**src/rtl/button_conditioner_if.sv**
```systemverilog
// button_conditioner_if: raw button inputs and conditioned level/event outputs
interface button_conditioner_if #(parameter int NUM_BTNS = 3);
  logic [NUM_BTNS-1:0] btn_raw;
  logic [NUM_BTNS-1:0] btn_level;
  logic [NUM_BTNS-1:0] btn_press;
  logic [NUM_BTNS-1:0] btn_release;
  logic [NUM_BTNS-1:0] btn_long;
  logic [NUM_BTNS-1:0] btn_short;
  modport master (output btn_raw, input btn_level, btn_press, btn_release, btn_long, btn_short);
  modport slave (input btn_raw, output btn_level, btn_press, btn_release, btn_long, btn_short);
endinterface

```
**src/rtl/button_conditioner.sv**
```systemverilog
// button_conditioner: per-button synchroniser, debouncer and press/release/long/short event generator
module button_conditioner #(
  parameter int          NUM_BTNS          = 3,
  parameter logic [23:0] DEBOUNCE_CYCLES   = 24'd100_000,
  parameter logic [23:0] LONG_PRESS_CYCLES = 24'd10_000_000
) (
  input logic                 clk,
  input logic                 reset,
  button_conditioner_if.slave bus
);
  typedef enum logic [1:0] {IDLE, HELD, LONG} state_t;
  for (genvar i = 0; i < NUM_BTNS; i++) begin : g_ch
    logic r_s1, r_s2, r_level, r_press, r_release, r_long, r_short;
    logic [23:0] r_db_cnt, r_hold_cnt, w_hold_nxt;
    state_t r_state, w_state_nxt;
    logic w_flip, w_rise, w_fall, w_long, w_short;
    assign w_flip = (r_s2 != r_level) && (r_db_cnt == DEBOUNCE_CYCLES - 24'd1);
    assign w_rise = w_flip & r_s2;
    assign w_fall = w_flip & ~r_s2;
    // a release coinciding with the long threshold wins and reports a short press
    always_comb begin
      w_state_nxt = r_state;
      w_hold_nxt  = r_hold_cnt;
      w_long      = 1'b0;
      w_short     = 1'b0;
      if (w_rise) begin
        w_state_nxt = HELD;
        w_hold_nxt  = '0;
      end else if (r_state == HELD) begin
        if (w_fall) begin
          w_state_nxt = IDLE;
          w_short     = 1'b1;
        end else if (r_hold_cnt == LONG_PRESS_CYCLES - 24'd1) begin
          w_state_nxt = LONG;
          w_long      = 1'b1;
        end else begin
          w_hold_nxt = r_hold_cnt + 24'd1;
        end
      end else if (r_state == LONG && w_fall) begin
        w_state_nxt = IDLE;
      end
    end
    always_ff @(posedge clk) begin
      if (reset) begin
        r_s1       <= 1'b0;
        r_s2       <= 1'b0;
        r_level    <= 1'b0;
        r_db_cnt   <= '0;
        r_hold_cnt <= '0;
        r_state    <= IDLE;
        r_press    <= 1'b0;
        r_release  <= 1'b0;
        r_long     <= 1'b0;
        r_short    <= 1'b0;
      end else begin
        r_s1       <= bus.btn_raw[i];
        r_s2       <= r_s1;
        r_db_cnt   <= (r_s2 == r_level || w_flip) ? '0 : r_db_cnt + 24'd1;
        r_level    <= w_flip ? r_s2 : r_level;
        r_hold_cnt <= w_hold_nxt;
        r_state    <= w_state_nxt;
        r_press    <= w_rise;
        r_release  <= w_fall;
        r_long     <= w_long;
        r_short    <= w_short;
      end
    end
    assign bus.btn_level[i]   = r_level;
    assign bus.btn_press[i]   = r_press;
    assign bus.btn_release[i] = r_release;
    assign bus.btn_long[i]    = r_long;
    assign bus.btn_short[i]   = r_short;
  end
endmodule

```
**src/flat_wrapper.sv**
```systemverilog
// flat-port wrapper written by rule: the top's interface ports become plain ports
module button_conditioner_flat 
#(
  parameter int          NUM_BTNS          = 3,
  parameter logic [23:0] DEBOUNCE_CYCLES   = 24'd100_000,
  parameter logic [23:0] LONG_PRESS_CYCLES = 24'd10_000_000
)
  (clk, reset, bus_btn_raw, bus_btn_level, bus_btn_press, bus_btn_release, bus_btn_long, bus_btn_short);
  button_conditioner_if #(.NUM_BTNS(NUM_BTNS)) bus_i ();
  input logic clk;
  input logic reset;
  input wire logic [$bits(bus_i.btn_raw)-1:0] bus_btn_raw;
  output wire logic [$bits(bus_i.btn_level)-1:0] bus_btn_level;
  output wire logic [$bits(bus_i.btn_press)-1:0] bus_btn_press;
  output wire logic [$bits(bus_i.btn_release)-1:0] bus_btn_release;
  output wire logic [$bits(bus_i.btn_long)-1:0] bus_btn_long;
  output wire logic [$bits(bus_i.btn_short)-1:0] bus_btn_short;
  assign bus_i.btn_raw = bus_btn_raw;
  assign bus_btn_level = bus_i.btn_level;
  assign bus_btn_press = bus_i.btn_press;
  assign bus_btn_release = bus_i.btn_release;
  assign bus_btn_long = bus_i.btn_long;
  assign bus_btn_short = bus_i.btn_short;
  button_conditioner #(.NUM_BTNS(NUM_BTNS), .DEBOUNCE_CYCLES(DEBOUNCE_CYCLES), .LONG_PRESS_CYCLES(LONG_PRESS_CYCLES)) u_core (.clk(clk), .reset(reset), .bus(bus_i));
endmodule
```
**config.mk**
```make
export PLATFORM = sky130hd
export DESIGN_NAME = button_conditioner_flat
export DESIGN_NICKNAME = d
export VERILOG_FILES = /design/src/rtl/button_conditioner_if.sv /design/src/rtl/button_conditioner.sv /design/src/flat_wrapper.sv
export SDC_FILE = /design/constraint.sdc
export NUM_CORES = 1
export LEC_CHECK = 0
export CAP_MARGIN = 25
export CORE_ASPECT_RATIO = 2
export CORE_MARGIN = 2
export CORE_UTILIZATION = 30
export CTS_BUF_LIST = sky130_fd_sc_hd__clkbuf_2 sky130_fd_sc_hd__clkbuf_4 sky130_fd_sc_hd__clkbuf_8
export DETAILED_ROUTE_END_ITERATION = 10
export HOLD_SLACK_MARGIN = 0.06
export SKIP_LAST_GASP = 1
export SYNTH_ARGS = -nofsm -noshare
export SYNTH_HDL_FRONTEND = slang
export SYNTH_SLANG_ARGS = --single-unit
export TNS_END_PERCENT = 5
```
**constraint.sdc**
```tcl
create_clock -name clk -period 4.9 [get_ports clk]
set_clock_uncertainty 0.05 [all_clocks]
set_input_delay 0.98 -clock clk [delete_from_list [all_inputs] [get_ports clk]]
set_output_delay 0.98 -clock clk [all_outputs]
set_load 0.03 [all_outputs]
```
Word level (Yosys, flattened, before mapping)
Cells that the tools add are included.
{"block": "classes", "add_sub_neg": 6, "eq_ne": 24, "muxes": 21, "bitwise_logic": 18, "reduce_logical": 36}
{"cell": "adder 24 x 1 -> 24 bit (second input constant)", "n": 6}
{"cell": "== test 24 x 17 -> 1 bit (second input constant)", "n": 3}
{"cell": "== test 24 bit (second input constant)", "n": 3}
{"cell": "2-to-1 mux 2 bit", "n": 12}
{"cell": "inequality test 4 x 2 -> 1 bit (second input constant)", "n": 3}
{"cell": "inverter 1 bit", "n": 12}
{"cell": "AND reduction 2 bit", "n": 6}
{"cell": "OR reduction 2 bit", "n": 6}
{"cell": "OR reduction 4 bit", "n": 3}
{"cell": "2-to-1 mux 1 bit", "n": 9}
{"cell": "inequality test 3 x 2 -> 1 bit (second input constant)", "n": 3}
{"cell": "AND reduction 3 bit", "n": 3}
{"cell": "nonzero test 3 bit", "n": 3}
{"cell": "OR reduction 3 bit", "n": 3}
{"cell": "AND 1 bit", "n": 6}
{"cell": "== test 2 x 1 -> 1 bit (second input constant)", "n": 3}
{"cell": "== test 2 bit (second input constant)", "n": 3}
{"cell": "logical AND 1 bit", "n": 6}
{"cell": "nonzero test 2 bit", "n": 3}
{"cell": "== test 1 bit", "n": 3}
{"cell": "logical OR 1 bit", "n": 3}
{"cell": "inequality test 1 bit", "n": 3}
{"block": "totals", "regBits": 171, "inputBits": 5, "elab_cells": 138}

Longest topological paths before layout
{"block": "logic_depth", "depth_word": 7, "ltp_mapped": 9, "mapped_depth_nobuf": 7}

Worst setup path before layout
OpenSTA, ideal clock, no wires.
{"block": "synth_path", "path_kind": "register to register", "startpoint": "register u_core.g_ch[1].r_db_cnt[0]", "endpoint": "register u_core.g_ch[1].r_hold_cnt[21]", "arrival_ns": 2.067, "slack_ns": 2.662, "stages_incl_launch_ff": 8, "cell_sequence": "dfxtp_1 > ha_1 > and4_4 > nand4_4 > or4b_1 > nand4b_2 > or3_1 > mux2_2"}
{"block": "synth_via", "elab_chain_len": 5, "word_cells_on_any_way": 7, "classes_between": "1 x eq/ne; 3 x bitwise; 3 x reduce/logical"}
{"item": "start, declared", "line_no": "button_conditioner.sv:14", "text": "logic [23:0] r_db_cnt, r_hold_cnt, w_hold_nxt;"}
{"item": "start signal, assigned", "line_no": "button_conditioner.sv:58", "text": "r_db_cnt <= (r_s2 == r_level || w_flip) ? '0 : r_db_cnt + 24'd1;"}
{"item": "== test 24 x 17 -> 1 bit (*)", "line_no": "button_conditioner.sv:17", "text": "assign w_flip = (r_s2 != r_level) && (r_db_cnt == DEBOUNCE_CYCLES - 24'd1);"}
{"item": "logical AND 1 bit (*)", "line_no": "button_conditioner.sv:17"}
{"item": "AND 1 bit", "line_no": "button_conditioner.sv:19", "text": "assign w_fall = w_flip & ~r_s2;"}
{"item": "inverter 1 bit (no line)"}
{"item": "AND reduction 3 bit (no line)"}
{"item": "end signal, assigned", "line_no": "button_conditioner.sv:60", "text": "r_hold_cnt <= w_hold_nxt;"}
{"item": "end, declared", "line_no": "button_conditioner.sv:14"}
Every way passes the cells marked *; elsewhere a longest branch is shown, timed or not.
A chain may end at the register's enable or synchronous reset.

Final worst setup path
{"block": "layout_path", "startpoint": "register u_core.g_ch[0].r_level", "endpoint": "output bus_btn_level[0]"}
{"item": "start, declared", "line_no": "button_conditioner.sv:13", "text": "logic r_s1, r_s2, r_level, r_press, r_release, r_long, r_short;"}
{"item": "start signal, assigned", "line_no": "button_conditioner.sv:59", "text": "r_level <= w_flip ? r_s2 : r_level;"}
{"item": "end, declared", "line_no": "flat_wrapper.sv:13", "text": "output wire logic [$bits(bus_i.btn_level)-1:0] bus_btn_level;"}
No word-level cell between the ends.

==> results.py <==
metrics = {
    "synthesis": {
        "syn-cell-area_sq_mm": 0.008009,
        "synth_flop_cell": "dfxtp_1",
        "syn_nets": 948,
        "synth-seq-area-share_pct": 42.74,
        "synthCells": 937,
        "async_flop_share_pct": 0,
        "synth_top_area_cell": "dfxtp_1",
        "yosysWarnings": 0,
        "syn_area_per_cell_sq_um": 8.547,
        "synth.top_cell.area_share_pct": 42.74,
        "synth_cell_types": 60,
        "ys_ff_latch": 171,
        "synth_area_leaders": "dfxtp_1 43%, xor2_1 7.3%, nor2_1 7.3%, xnor2_1 5.7%, nand3_1 3.9%",
        "synth_edf_count": 0,
    },
    "cts": {
        "clockBufferDepth": 2,
        "post_cts_buffers": 0,
        "insertion_delay_ps": 490,
        "cts_resized": 0,
        "h-tree-depth": 4,
        "clock_sinks": 171,
        "root_buffer": "clkbuf_8",
        "hold_buffers": 0,
        "cts_tree": "done",
        "cts_made_buffers": 17,
        "clkTransAtPathRegs_ps": 80,
    },
    "timing": {
        "slew_violations": 0,
        "period_needed_ps": 2666,
        "tightest_slew_ps": 949.4,
        "finalHoldViolations": 0,
        "fin_tns_setup_ps": 0,
        "period_share_pct": 54.41,
        "fmax_mhz": 375.1,
        "rsz0062_at_grt": "false",
        "fin_ws_ps": 2234,
        "slew_headroom_pct": 36.53,
        "setup_viol": 0,
    },
    "global_route": {
        "grt_overflow_total": 0,
        "grt_usage_pct": 12.61,
        "met3_usage_pct": 3.107,
        "use_met1_pct": 12.93,
        "grt_max_degree": 27,
        "grt_pass1_wl_um": 28900,
        "grtUsageMet2_pct": 23.32,
        "grt_pass1_vias": 6268,
        "antenna_found_initial": 1,
        "grt.busiest_layer": "met2",
    },
    "floorplan": {
        "row_count": 84,
        "core_sq_mm": 0.02628,
        "die_h_um": 235.1,
        "fp.dieW_um": 119.5,
        "pin_count": 20,
        "start_util_pct": 30.48,
        "dieArea_sq_mm": 0.02810,
    },
    "route": {
        "wl_per_cell_um": 13.17,
        "postRouteAntennaNets": 0,
        "drt_pass1_iterations": 4,
        "viasPerCell": 4.917,
        "remaining_drc_errors": 0,
        "dr.first_iter.drc_count": 206,
        "routed-via-count": 6318,
        "drt-total-wl_um": 16920,
    },
    "finish": {
        "area_delta_synth_final_pct": 9.499,
        "drive_gt1_share_pct": 5.851,
        "finish.utilization_pct": 33.38,
        "fin_nets": 941,
    },
    "worst_setup_path": {
        "slowest_stage": "clkdlybuf4s50_1",
        "cp_top_family": "buffers and inverters",
        "slowest_delay_ps": 720,
        "r2r_cells": 7,
        "worst_setup_path_start_kind": "flop",
        "arrival_ps": 1640,
        "critPathMaxFanout": 5,
        "crit_type": "reg -> out",
        "cp.depth": 1,
        "cp-end-kind": "output port",
        "cp.required_ps": 3870,
        "cp_num_buf_inv": 1,
        "path_cells": "clkdlybuf4s50_1",
    },
    "place": {
        "pre_cts_slack_ps": 1829,
        "portBuffers": 19,
        "dpl.hpwl_um": 12140,
        "globalplace.congestion": 0.7987,
    },
    "power": {
        "power.share.clock_pct": 41.1,
        "p_int_w": 0.001865,
        "leakagePower_nw": 2.778,
        "combinationalPowerShare_pct": 1.2,
        "ir_drop_mv": 0.1606,
        "powerDensity_mw_per_mm2": 275.2,
        "p_sw_share_pct": 22.71,
        "p_sw_w": 0.0005481,
        "power_frac_seq_pct": 57.7,
    },
    "hold_path": {
        "holdCritPathClass": "reg -> reg",
        "hold_depth": 1,
    },
    "outcome": {
        "outcome": "finished, final reports clean",
    },
    "run": {
        "cap_violations": 0,
    },
}
## routing by layer
| layer | wire length, um | share of wire, % |
|---|---|---|
| met1 | 6813 | 40 |
| met5 | 0 | 0 |
| met4 | 397 | 2.3 |
| met2 | 9249 | 55 |
| met3 | 462 | 2.7 |
## flip-flops by register name (all words and copies together) (netlist names)
register and cells:
u_core.g_ch.r_short 3, u_core.g_ch.r_release 3, u_core.g_ch.r_press 3, u_core.g_ch.r_state 6, u_core.g_ch.r_s1 3, u_core.g_ch.r_hold_cnt 72, u_core.g_ch.r_db_cnt 72, u_core.g_ch.r_level 3
u_core.g_ch.r_long 3, u_core.g_ch.r_s2 3
## power by group through the flow
stage | clock, W | sequential (W) | combinational, W
floorplan | 0 | 0.00143 | 0.0000208
global placement | 0 | 0.00143 | 0.0000301
detailed placement | 0 | 0.00143 | 0.0000306
CTS | 0.00103 | 0.00139 | 0.0000305
global route | 0.00108 | 0.00139 | 0.0000331
finish | 0.000991 | 0.00139 | 0.0000294
## worst paths after layout
kind / start / to / slack, ps
max: u_core.g_ch[0].r_level / bus_btn_level[0] / 2230
min: u_core.g_ch[1].r_s1 / u_core.g_ch[1].r_s2 / 390
max reg2reg: u_core.g_ch[0].r_db_cnt[0] / u_core.g_ch[0].r_hold_cnt[8] / 2290
min reg2reg: u_core.g_ch[1].r_s1 / u_core.g_ch[1].r_s2 / 390
## Yosys cell counts (16+ instances only)
library cell    n
clkbuf_1       20
xnor2_1        52
dfxtp_1       171
nand4_1        40
nor4_1         19
o21ai_0        16
nor2_1        155
inv_1          17
or3_1          17
nand3_1        63
nor3_1         30
nand2_1        70
xor2_1         67
a21oi_1        25
and3_1         25
nor4b_1        16
## cells in the final DEF (no fill, tap or decap), drive strengths merged, types with 3 or more instances in the layout
| cell type | instances |
|---|---|
| a21oi | 25 |
| and2 | 10 |
| and3 | 25 |
| and4 | 13 |
| buf | 5 |
| clkbuf | 19 |
| clkdlybuf4s50 | 19 |
| clkinv | 5 |
| dfxtp | 171 |
| ha | 6 |
| inv | 20 |
| nand2 | 70 |
| nand2b | 7 |
| nand3 | 64 |
| nand4 | 43 |
| nand4b | 3 |
| nor2 | 156 |
| nor2b | 12 |
| nor3 | 32 |
| nor4 | 20 |
| nor4b | 16 |
| nor4bb | 3 |
| o21ai | 17 |
| o31ai | 4 |
| or2 | 7 |
| or3 | 17 |
| or4 | 6 |
| xnor2 | 52 |
| xor2 | 67 |
## cell type report
class	count	area [sq um]
diodes	1	2.502
clock buffers	19	255.2
clock inverters	10	118.9
fillers	2810	17510
inverters	17	63.81
multi-input cells	699	4248
flip-flops and latches	171	3423
well taps	344	430.4
repair buffers	24	227.7
## kinds of logic (layout without fill, tap and decap cells)
group                    after synthesis  count (layout)  synth area share, %
AO/OA/AOI/OAI                         60              60                4.656
XOR/XNOR                             119             119                13.01
adder cells (fa/ha/maj)                6               6               0.9373
buffers and inverters                 67              70                4.280
flip-flops                           171             171                42.74
multiplexers                           3               3               0.3906
other                                  0               1                    0
AND/OR/NAND/NOR                      511             511                33.98
## per-stage QoR
step                instances  total power [W]  hold slack (ps)  cell area, sq um
finish                   1285         0.002413            390.3              8770
floorplan                 937         0.001446            363.0              8009
global placement         1254         0.001456            368.3              8386
detailed placement       1254         0.001456            374.7              8386
CTS                      1283         0.002455            394.6              8760
global route             1285         0.002503            406.1              8770
## worst reg2reg max path, delay by kind of cell, from the launching register on
| family | cells | cell delay, ps |
|---|---|---|
| adder cells (fa/ha/maj) | 1 | 200 |
| AND/OR/NAND/NOR | 6 | 1860 |
| flip-flops | 1 | 350 |
No activity file was read; power rests on OpenSTA's default activity.
